File: src/rtl/multicycle_control_unit.sv
// Multi-cycle RV32I control unit: FETCH/DECODE/EXEC/MEM/WB sequencer
// with imem/dmem ready handshakes, illegal-opcode trap and retire counter.
//
// Ports: clk, rst (sync, active-high); inst (IR); BrEq/BrLt (comparator);
// imem_ready/dmem_ready in, imem_req/dmem_req out; IRWrite, PCWrite, PCSel,
// Imm_Sel, regWEn, BrUn, Asel, Bsel, MemRW, ALU_sel, WBSel, load_type
// (datapath controls); state, illegal, instret (status).
module multicycle_control_unit #(
  parameter bit MEM_WAIT_EN = 1'b1,
  parameter int CNT_W       = 32,
  parameter bit TRAP_EN     = 1'b1
) (
  input  logic             clk,
  input  logic             rst,
  input  logic [31:0]      inst,
  input  logic             BrEq,
  input  logic             BrLt,
  input  logic             imem_ready,
  input  logic             dmem_ready,
  output logic             imem_req,
  output logic             dmem_req,
  output logic             IRWrite,
  output logic             PCWrite,
  output logic             PCSel,
  output logic [2:0]       Imm_Sel,
  output logic             regWEn,
  output logic             BrUn,
  output logic             Asel,
  output logic             Bsel,
  output logic             MemRW,
  output logic [3:0]       ALU_sel,
  output logic [1:0]       WBSel,
  output logic [2:0]       load_type,
  output logic [2:0]       state,
  output logic             illegal,
  output logic [CNT_W-1:0] instret
);

  typedef enum logic [2:0] {
    S_FETCH  = 3'd0,
    S_DECODE = 3'd1,
    S_EXEC   = 3'd2,
    S_MEM    = 3'd3,
    S_WB     = 3'd4,
    S_TRAP   = 3'd5
  } state_t;

  localparam logic [6:0] OP_R   = 7'b0110011;
  localparam logic [6:0] OP_I   = 7'b0010011;
  localparam logic [6:0] OP_LUI = 7'b0110111;
  localparam logic [6:0] OP_AUI = 7'b0010111;
  localparam logic [6:0] OP_LD  = 7'b0000011;
  localparam logic [6:0] OP_ST  = 7'b0100011;
  localparam logic [6:0] OP_BR  = 7'b1100011;
  localparam logic [6:0] OP_JAL = 7'b1101111;
  localparam logic [6:0] OP_JR  = 7'b1100111;

  localparam logic [3:0] A_ADD  = 4'd0;
  localparam logic [3:0] A_SUB  = 4'd1;
  localparam logic [3:0] A_SLL  = 4'd2;
  localparam logic [3:0] A_SLT  = 4'd3;
  localparam logic [3:0] A_SLTU = 4'd4;
  localparam logic [3:0] A_XOR  = 4'd5;
  localparam logic [3:0] A_SRL  = 4'd6;
  localparam logic [3:0] A_SRA  = 4'd7;
  localparam logic [3:0] A_OR   = 4'd8;
  localparam logic [3:0] A_AND  = 4'd9;
  localparam logic [3:0] A_PASS = 4'd10;

  state_t state_q, state_d;
  logic   retire;

  logic [6:0] opc;
  logic [2:0] f3;
  logic       b30;
  logic       rd_nz;
  logic       unused_bits;

  assign opc         = inst[6:0];
  assign f3          = inst[14:12];
  assign b30         = inst[30];
  assign rd_nz       = |inst[11:7];
  assign unused_bits = ^{inst[31], inst[29:15]};

  logic is_r, is_i, is_lui, is_aui, is_ld, is_st, is_br, is_jal, is_jr;
  logic legal, is_jump;

  assign is_r    = opc == OP_R;
  assign is_i    = opc == OP_I;
  assign is_lui  = opc == OP_LUI;
  assign is_aui  = opc == OP_AUI;
  assign is_ld   = opc == OP_LD;
  assign is_st   = opc == OP_ST;
  assign is_br   = opc == OP_BR;
  assign is_jal  = opc == OP_JAL;
  assign is_jr   = opc == OP_JR;
  assign is_jump = is_jal | is_jr;
  assign legal   = is_r | is_i | is_lui | is_aui | is_ld |
                   is_st | is_br | is_jump;

  logic imem_ok, dmem_ok;
  assign imem_ok = MEM_WAIT_EN ? imem_ready : 1'b1;
  assign dmem_ok = MEM_WAIT_EN ? dmem_ready : 1'b1;

  // ADDI has no SUB form, so bit 30 only flips ADD for R-type.
  logic [3:0] alu_fn;
  always_comb begin
    alu_fn = A_ADD;
    unique case (f3)
      3'd0: alu_fn = (is_r && b30) ? A_SUB : A_ADD;
      3'd1: alu_fn = A_SLL;
      3'd2: alu_fn = A_SLT;
      3'd3: alu_fn = A_SLTU;
      3'd4: alu_fn = A_XOR;
      3'd5: alu_fn = b30 ? A_SRA : A_SRL;
      3'd6: alu_fn = A_OR;
      3'd7: alu_fn = A_AND;
      default: alu_fn = A_ADD;
    endcase
  end

  logic taken;
  always_comb begin
    taken = 1'b0;
    case (f3)
      3'd0:       taken = BrEq;
      3'd1:       taken = !BrEq;
      3'd4, 3'd6: taken = BrLt;
      3'd5, 3'd7: taken = !BrLt;
      default:    taken = 1'b0;
    endcase
  end

  always_ff @(posedge clk) begin
    if (rst) begin
      state_q <= S_FETCH;
      instret <= '0;
    end else begin
      state_q <= state_d;
      if (retire) instret <= instret + CNT_W'(1);
    end
  end

  assign state = state_q;

  always_comb begin
    state_d   = state_q;
    retire    = 1'b0;
    imem_req  = 1'b0;
    dmem_req  = 1'b0;
    IRWrite   = 1'b0;
    PCWrite   = 1'b0;
    PCSel     = 1'b0;
    Imm_Sel   = 3'd0;
    regWEn    = 1'b0;
    BrUn      = 1'b0;
    Asel      = 1'b0;
    Bsel      = 1'b0;
    MemRW     = 1'b0;
    ALU_sel   = A_ADD;
    WBSel     = 2'd0;
    illegal   = 1'b0;
    load_type = f3;
    unique case (state_q)
      S_FETCH: begin
        imem_req = 1'b1;
        if (imem_ok) begin
          IRWrite = 1'b1;
          state_d = S_DECODE;
        end
      end
      S_DECODE: begin
        state_d = (legal || !TRAP_EN) ? S_EXEC : S_TRAP;
      end
      S_EXEC: begin
        unique case (1'b1)
          is_r, is_i: begin
            ALU_sel = alu_fn;
            Bsel    = is_i;
            state_d = S_WB;
          end
          is_lui: begin
            ALU_sel = A_PASS;
            Bsel    = 1'b1;
            Imm_Sel = 3'd3;
            state_d = S_WB;
          end
          is_aui: begin
            Asel    = 1'b1;
            Bsel    = 1'b1;
            Imm_Sel = 3'd3;
            state_d = S_WB;
          end
          is_ld, is_st: begin
            Bsel    = 1'b1;
            Imm_Sel = is_st ? 3'd1 : 3'd0;
            state_d = S_MEM;
          end
          is_br: begin
            Asel    = 1'b1;
            Bsel    = 1'b1;
            Imm_Sel = 3'd2;
            BrUn    = f3[1];
            PCWrite = 1'b1;
            PCSel   = taken;
            retire  = 1'b1;
            state_d = S_FETCH;
          end
          is_jump: begin
            Asel    = is_jal;
            Bsel    = 1'b1;
            Imm_Sel = is_jal ? 3'd4 : 3'd0;
            state_d = S_WB;
          end
          default: begin
            // Unknown opcode without trapping: step PC as a NOP.
            PCWrite = 1'b1;
            retire  = 1'b1;
            state_d = S_FETCH;
          end
        endcase
      end
      S_MEM: begin
        dmem_req = 1'b1;
        MemRW    = is_st;
        if (dmem_ok) begin
          if (is_st) begin
            PCWrite = 1'b1;
            retire  = 1'b1;
            state_d = S_FETCH;
          end else begin
            state_d = S_WB;
          end
        end
      end
      S_WB: begin
        regWEn  = rd_nz;
        PCWrite = 1'b1;
        PCSel   = is_jump;
        WBSel   = is_ld ? 2'd0 : (is_jump ? 2'd2 : 2'd1);
        retire  = 1'b1;
        state_d = S_FETCH;
      end
      S_TRAP: begin
        illegal = 1'b1;
      end
      default: state_d = S_FETCH;
    endcase
    // Reset squashes every control so a half-done instruction has no effect.
    if (rst) begin
      retire    = 1'b0;
      imem_req  = 1'b0;
      dmem_req  = 1'b0;
      IRWrite   = 1'b0;
      PCWrite   = 1'b0;
      PCSel     = 1'b0;
      Imm_Sel   = 3'd0;
      regWEn    = 1'b0;
      BrUn      = 1'b0;
      Asel      = 1'b0;
      Bsel      = 1'b0;
      MemRW     = 1'b0;
      ALU_sel   = A_ADD;
      WBSel     = 2'd0;
      illegal   = 1'b0;
      load_type = 3'd0;
    end
  end

endmodule

File: config.mk
export PLATFORM = sky130hd
export DESIGN_NAME = multicycle_control_unit
export DESIGN_NICKNAME = d
export VERILOG_FILES = /design/src/rtl/multicycle_control_unit.sv
export SDC_FILE = /design/constraint.sdc
export NUM_CORES = 1
export LEC_CHECK = 0
export ABC_AREA = 1
export BUFFER_PORTS_ARGS = -buffer_cell sky130_fd_sc_hd__buf_2
export CAP_MARGIN = 20
export CORE_MARGIN = 5
export CORE_UTILIZATION = 50
export CTS_CLUSTER_SIZE = 25
export DETAILED_ROUTE_END_ITERATION = 12
export PLACE_DENSITY_LB_ADDON = 0.05
export SYNTH_ARGS = -nofsm -noshare
export SYNTH_HDL_FRONTEND = slang
export SYNTH_SLANG_ARGS = --single-unit
File: constraint.sdc
create_clock -name clk -period 3.3 [get_ports clk]
set_input_delay 0 -clock clk [delete_from_list [all_inputs] [get_ports clk]]
set_output_delay 0 -clock clk [all_outputs]
set_load 0.05 [all_outputs]
After elaboration in Yosys (flattened, before gate mapping). Cells that the tools add are included. W data, S select, Z words.

Memories: 0. Output and inout bits: 58. RAM bits: 0. Flip-flop bits (word level): 35. Logic and storage cells: 104. Latch bits: 0. Memory bits (read-only): 0. Bits of input ports: 38.

Magnitude comparators: 0. Multiplexer cells: 53. Add/sub/neg operators: 1. Bitwise gates (word level): 9. Shift-type cells: 0. Eq/ne operators: 23. $mul: 0. Divide/modulo/power cells: 0. Reduce and logical (&&, ||, !) cells: 16.

Operators by type and width (count): $add A32 B1 Y32 const B (1); $pmux W4 S8 (1); $mux W1 (29); $mux W3 (8); $eq A7 B6 Y1 const B (3); $eq A7 B7 Y1 const B (3); $eq A3 B3 Y1 const B (6); $pmux W3 S5 (1); $eq A7 B5 Y1 const B (2); $eq A3 B2 Y1 const B (4); $pmux W3 S4 (1); $reduce_or A2 Y1 (6); $reduce_or A5 Y1 (2); $mux W2 (4); $mux W4 (2); $or A1 B1 Y1 (8); $pmux W4 S2 (1); $eq A7 B2 Y1 const B (1); $reduce_or A7 Y1 (1); $eq A3 B1 Y1 const B (2); $logic_not A3 Y1 (2); $pmux W1 S2 (3); $pmux W3 S2 (1); $reduce_or A6 Y1 (1); 7 further kinds (9).

Longest topological paths before layout.
Depth after elaboration: 10. Depth in mapped cells: 12. Gate-level depth less buffers: 12.

Worst setup path before layout. Ideal clock, no wire load.

Path type: register to output. Start point: reg state_q[1] (netlist: state[1]). End point: out Asel. Path slack: 0.570 ns. Stages on the path, launching flop included: 9. Data required time: 3.300 ns. Arrival time: 2.730 ns. Path buffers: 0. Cell sequence: dfxtp_1 > inv_1 > nor3_2 > inv_1 > nor2_1 > inv_2 > a21oi_1 > nand2_1 > o21ai_0.

Word-level cells in the longest chain between the ends: 3.

RTL lines: from (decl) (line 70) `state_t state_q, state_d;`; from (signal assigned) (line 139) `state_q <= state_d;`; $eq A3 B2 Y1 (line 164) `unique case (state_q)`; $mux W1 (line 164); $mux W1 (line 250) `if (rst) begin`; to (decl) (line 28) `output logic Asel,`.

Every way passes these cells.

Final worst setup path.
Start point: reg state_q[2] (netlist: state[2]). End point: out ALU_sel[0].

Word-level cells in the longest chain between the ends: 3.

RTL lines: $eq A3 B2 Y1 (line 164); $mux W4 (line 164); $mux W4 (line 250); to (decl) (line 31) `output logic [3:0] ALU_sel,`.

Every way passes these cells.

==> flow_summary.toml <==
[clock_network]
clock_path_buffers = 2
numClockSinks = 35
cts_made_buffers = 5
cts_tree = "done"
clkTransAtPathRegs_ps = 80
cts_setup_buffers = 0
postCtsHoldBufs = 0
cts.repair.resized = 0
root_buffer = "clkbuf_8"
htree_levels = 2
clkLatencyLatePin_ps = 300

[sta]
worst_pin_slew_ps = 789
rsz0062_at_grt = "false"
period_needed_ps = 2080
skew_ps = 15.0
post-route-period-util_pct = 63.0
maxSlewHeadroom_pct = 47.1
finalWorstSetupSlack_ps = 1220
hold_viol_final = 0
finalSetupTns_ps = 0
finalSetupViolCount = 0
fmax_ghz = 0.481
drv_slew = 0

[power_and_ir_drop]
leakage_nw = 1.51
total_power_mw = 1.07
ir_worst_vdd_v = 0.000224
power_density_nw_per_um2 = 314

[placement]
hpwl_um = 6050
io_buffer_count = 79
place_area_um2 = 3280
gp_congestion = 0.929
pre_cts_ws_ps = 1430

[worst_setup_path]
reg2reg_from = "instret[0]"
arrival_ps = 2080
endpoint_kind = "output pin"
worstSetupPathType = "flip-flop to output pin"
startpoint = "state[2]"
critPathMaxFanout = 7
startpoint_type = "flip-flop"
path_delay_family = "simple AND/OR/NAND/NOR gates"
r2r_cells = 8
regToRegEndpoint = "instret[14]"
worstPathRequired_ps = 3300
path_buf_inv = 4
slowest_delay_ps = 370
critical_path.slowest_cell = "dfxtp_1"
crit_chain = "nor3_2, inv_1, nor2_1, inv_2, nor2_1, inv_1, nor3_1, buf_2"
r2r_slack_ps = 1370

[synth]
yosysTopAreaCell = "dfxtp_1"
async_flop_share_pct = 0
yosys-top-cells-area = "dfxtp_1 24%, nand2_1 20%, nor2_1 9.7%"
syn_avg_cell_area_um2 = 5.88
netlist_instances = 491
ys_types = 35
synth_fp_nets = 530
yosys.area.top_type_share_pct = 24.3
syn-cell-area_um2 = 2890
yosys_warnings = 0
ys_ff_latch = 35
synth_flop_cell = "dfxtp_1"
seq_area_frac_synth_pct = 24.3
synth-edff-count = 0

[layout]
final_nets = 603
drive_gt1_share_pct = 23.2
num_antenna_cells = 0
fill_cells = 608
synthToLayoutAreaGrowth_pct = 17.3
final_cell_area_um2 = 3390

[global_routing]
grt-ovfl-total = 0
grt_use_total_pct = 21.6
grt_antenna_before_repair = 0
grt_pass1_wl_um = 13200
grt_pass1_vias = 2909
grt_max_degree = 43

[floorplan]
design.core.area_um2 = 5570
die_w_um = 86.0
floorplan.rows = 27
io_pins = 96
initial_core_util_pct = 51.8
dieArea_um2 = 7400
die_h_um = 86.0

[detailed_routing]
viasPerCell = 5.08
drt_iter0_drc = 208
wirelength_um = 7880
route.detailed.drc = 0
first_pass_iters = 5
vias = 3236
postRouteAntennaNets = 0
wire_per_inst_um = 12.4

[min_path]
hp-class = "input port to flip-flop"
min_to = "state[0]"
hold_depth = 4
timing.hold.worst.start = "dmem_ready"

[outcome]
outcome = "complete, no violations"

[job]
drv_cap = 0
power by group:
group | internal (mW) | total, mW | switching (mW)
logic | 0.0552 | 0.226 | 0.171
registers | 0.431 | 0.443 | 0.0120
clock network | 0.225 | 0.397 | 0.172
total | 0.711 | 1.07 | 0.355
cell usage after synthesis (2+ instances only):
library cell / instances
a21oi_1: 26
a21oi_2: 10
and3_1: 2
buf_2: 2
buf_6: 5
clkbuf_1: 7
dfxtp_1: 35
inv_1: 45
inv_2: 10
nand2_1: 152
nand2_2: 5
nand2_4: 2
nand2_8: 2
nand3_1: 51
nand3_2: 2
nand4_1: 3
nor2_1: 75
nor2_2: 4
nor2_4: 4
nor3_1: 8
nor4_1: 2
o211ai_1: 2
o21ai_0: 12
xnor2_1: 5
xor2_1: 10
state kept, by name, indices dropped and copies added, names as in the netlist:
name / count
instret: 32
state: 3
area by class of cell:
type                       instances  area (um2)  area share (%)
clock buffer                       5        68.8            2.03
clock inverter                     3        43.8            1.29
inverter                          57         216            6.39
multi-input combinational        384        1860            54.8
sequential                        35         701            20.7
tap                               72        90.1            2.66
timing repair buffer              81         410            12.1
how the worst max path moves through the flow:
stage | slack (ps) | cells past startpoint | to
floorplan | 570 | 8 | Asel
global placement | 1440 | 8 | instret[14]
detailed placement | 1430 | 8 | instret[16]
CTS | 1230 | 8 | ALU_sel[0]
global route | 1050 | 8 | ALU_sel[0]
finish | 1220 | 8 | ALU_sel[0]
per-stage QoR:
step	hold slack, ps	utilization, %	instances
2_1_floorplan	225	-	491
3_3_place_gp	381	58.8	629
3_5_place_dp	386	58.8	629
4_1_cts	81.4	60.8	637
5_1_grt	140	60.8	637
6_report	88.7	60.8	637
placed cells by master (no fill, tap or decap), types with 2 or more instances in the layout:
master,n
nand2_1,152
buf_2,79
nor2_1,75
nand3_1,51
inv_1,45
dfxtp_1,35
a21oi_1,26
o21ai_0,12
inv_2,10
xor2_1,10
a21oi_2,10
nor3_1,8
nand2_2,5
xnor2_1,5
clkbuf_8,5
nor2_2,4
nor2_4,4
nand4_1,3
nand2_4,2
nand3_2,2
nand2_8,2
and3_1,2
o211ai_1,2
nor4_1,2
buf_4,2
metal layers:
metal	up-vias	track usage, %	routed length [um]
met5	-	0	0
met4	0	4.32	40
met3	4	3.17	447
met2	97	34.6	3510
met1	1443	30.7	3890
li1	1692	-	-
worst reg2reg max path, cell delays in order, from the launching register on:
cell and delay, ps:
dfxtp_1 460, ha_1 300, nand2_1 130, nor2_4 210, nand2_2 120, nor2_2 210, xor2_1 170, nand3_1 90
a21oi_1 170
cell families (layout without fill, tap and decap cells):
group	count (synthesis)	after routing	synth area share [%]
DFF	35	35	24.3
and+or+nand+nor	315	315	48.4
xor gates and xnor gates	15	15	4.55
adders and majority gates	1	1	0.433
AOI/OAI and AO/OA	53	53	10.9
buffers and inverters	72	146	11.4
(Power assumes the default switching activity.)
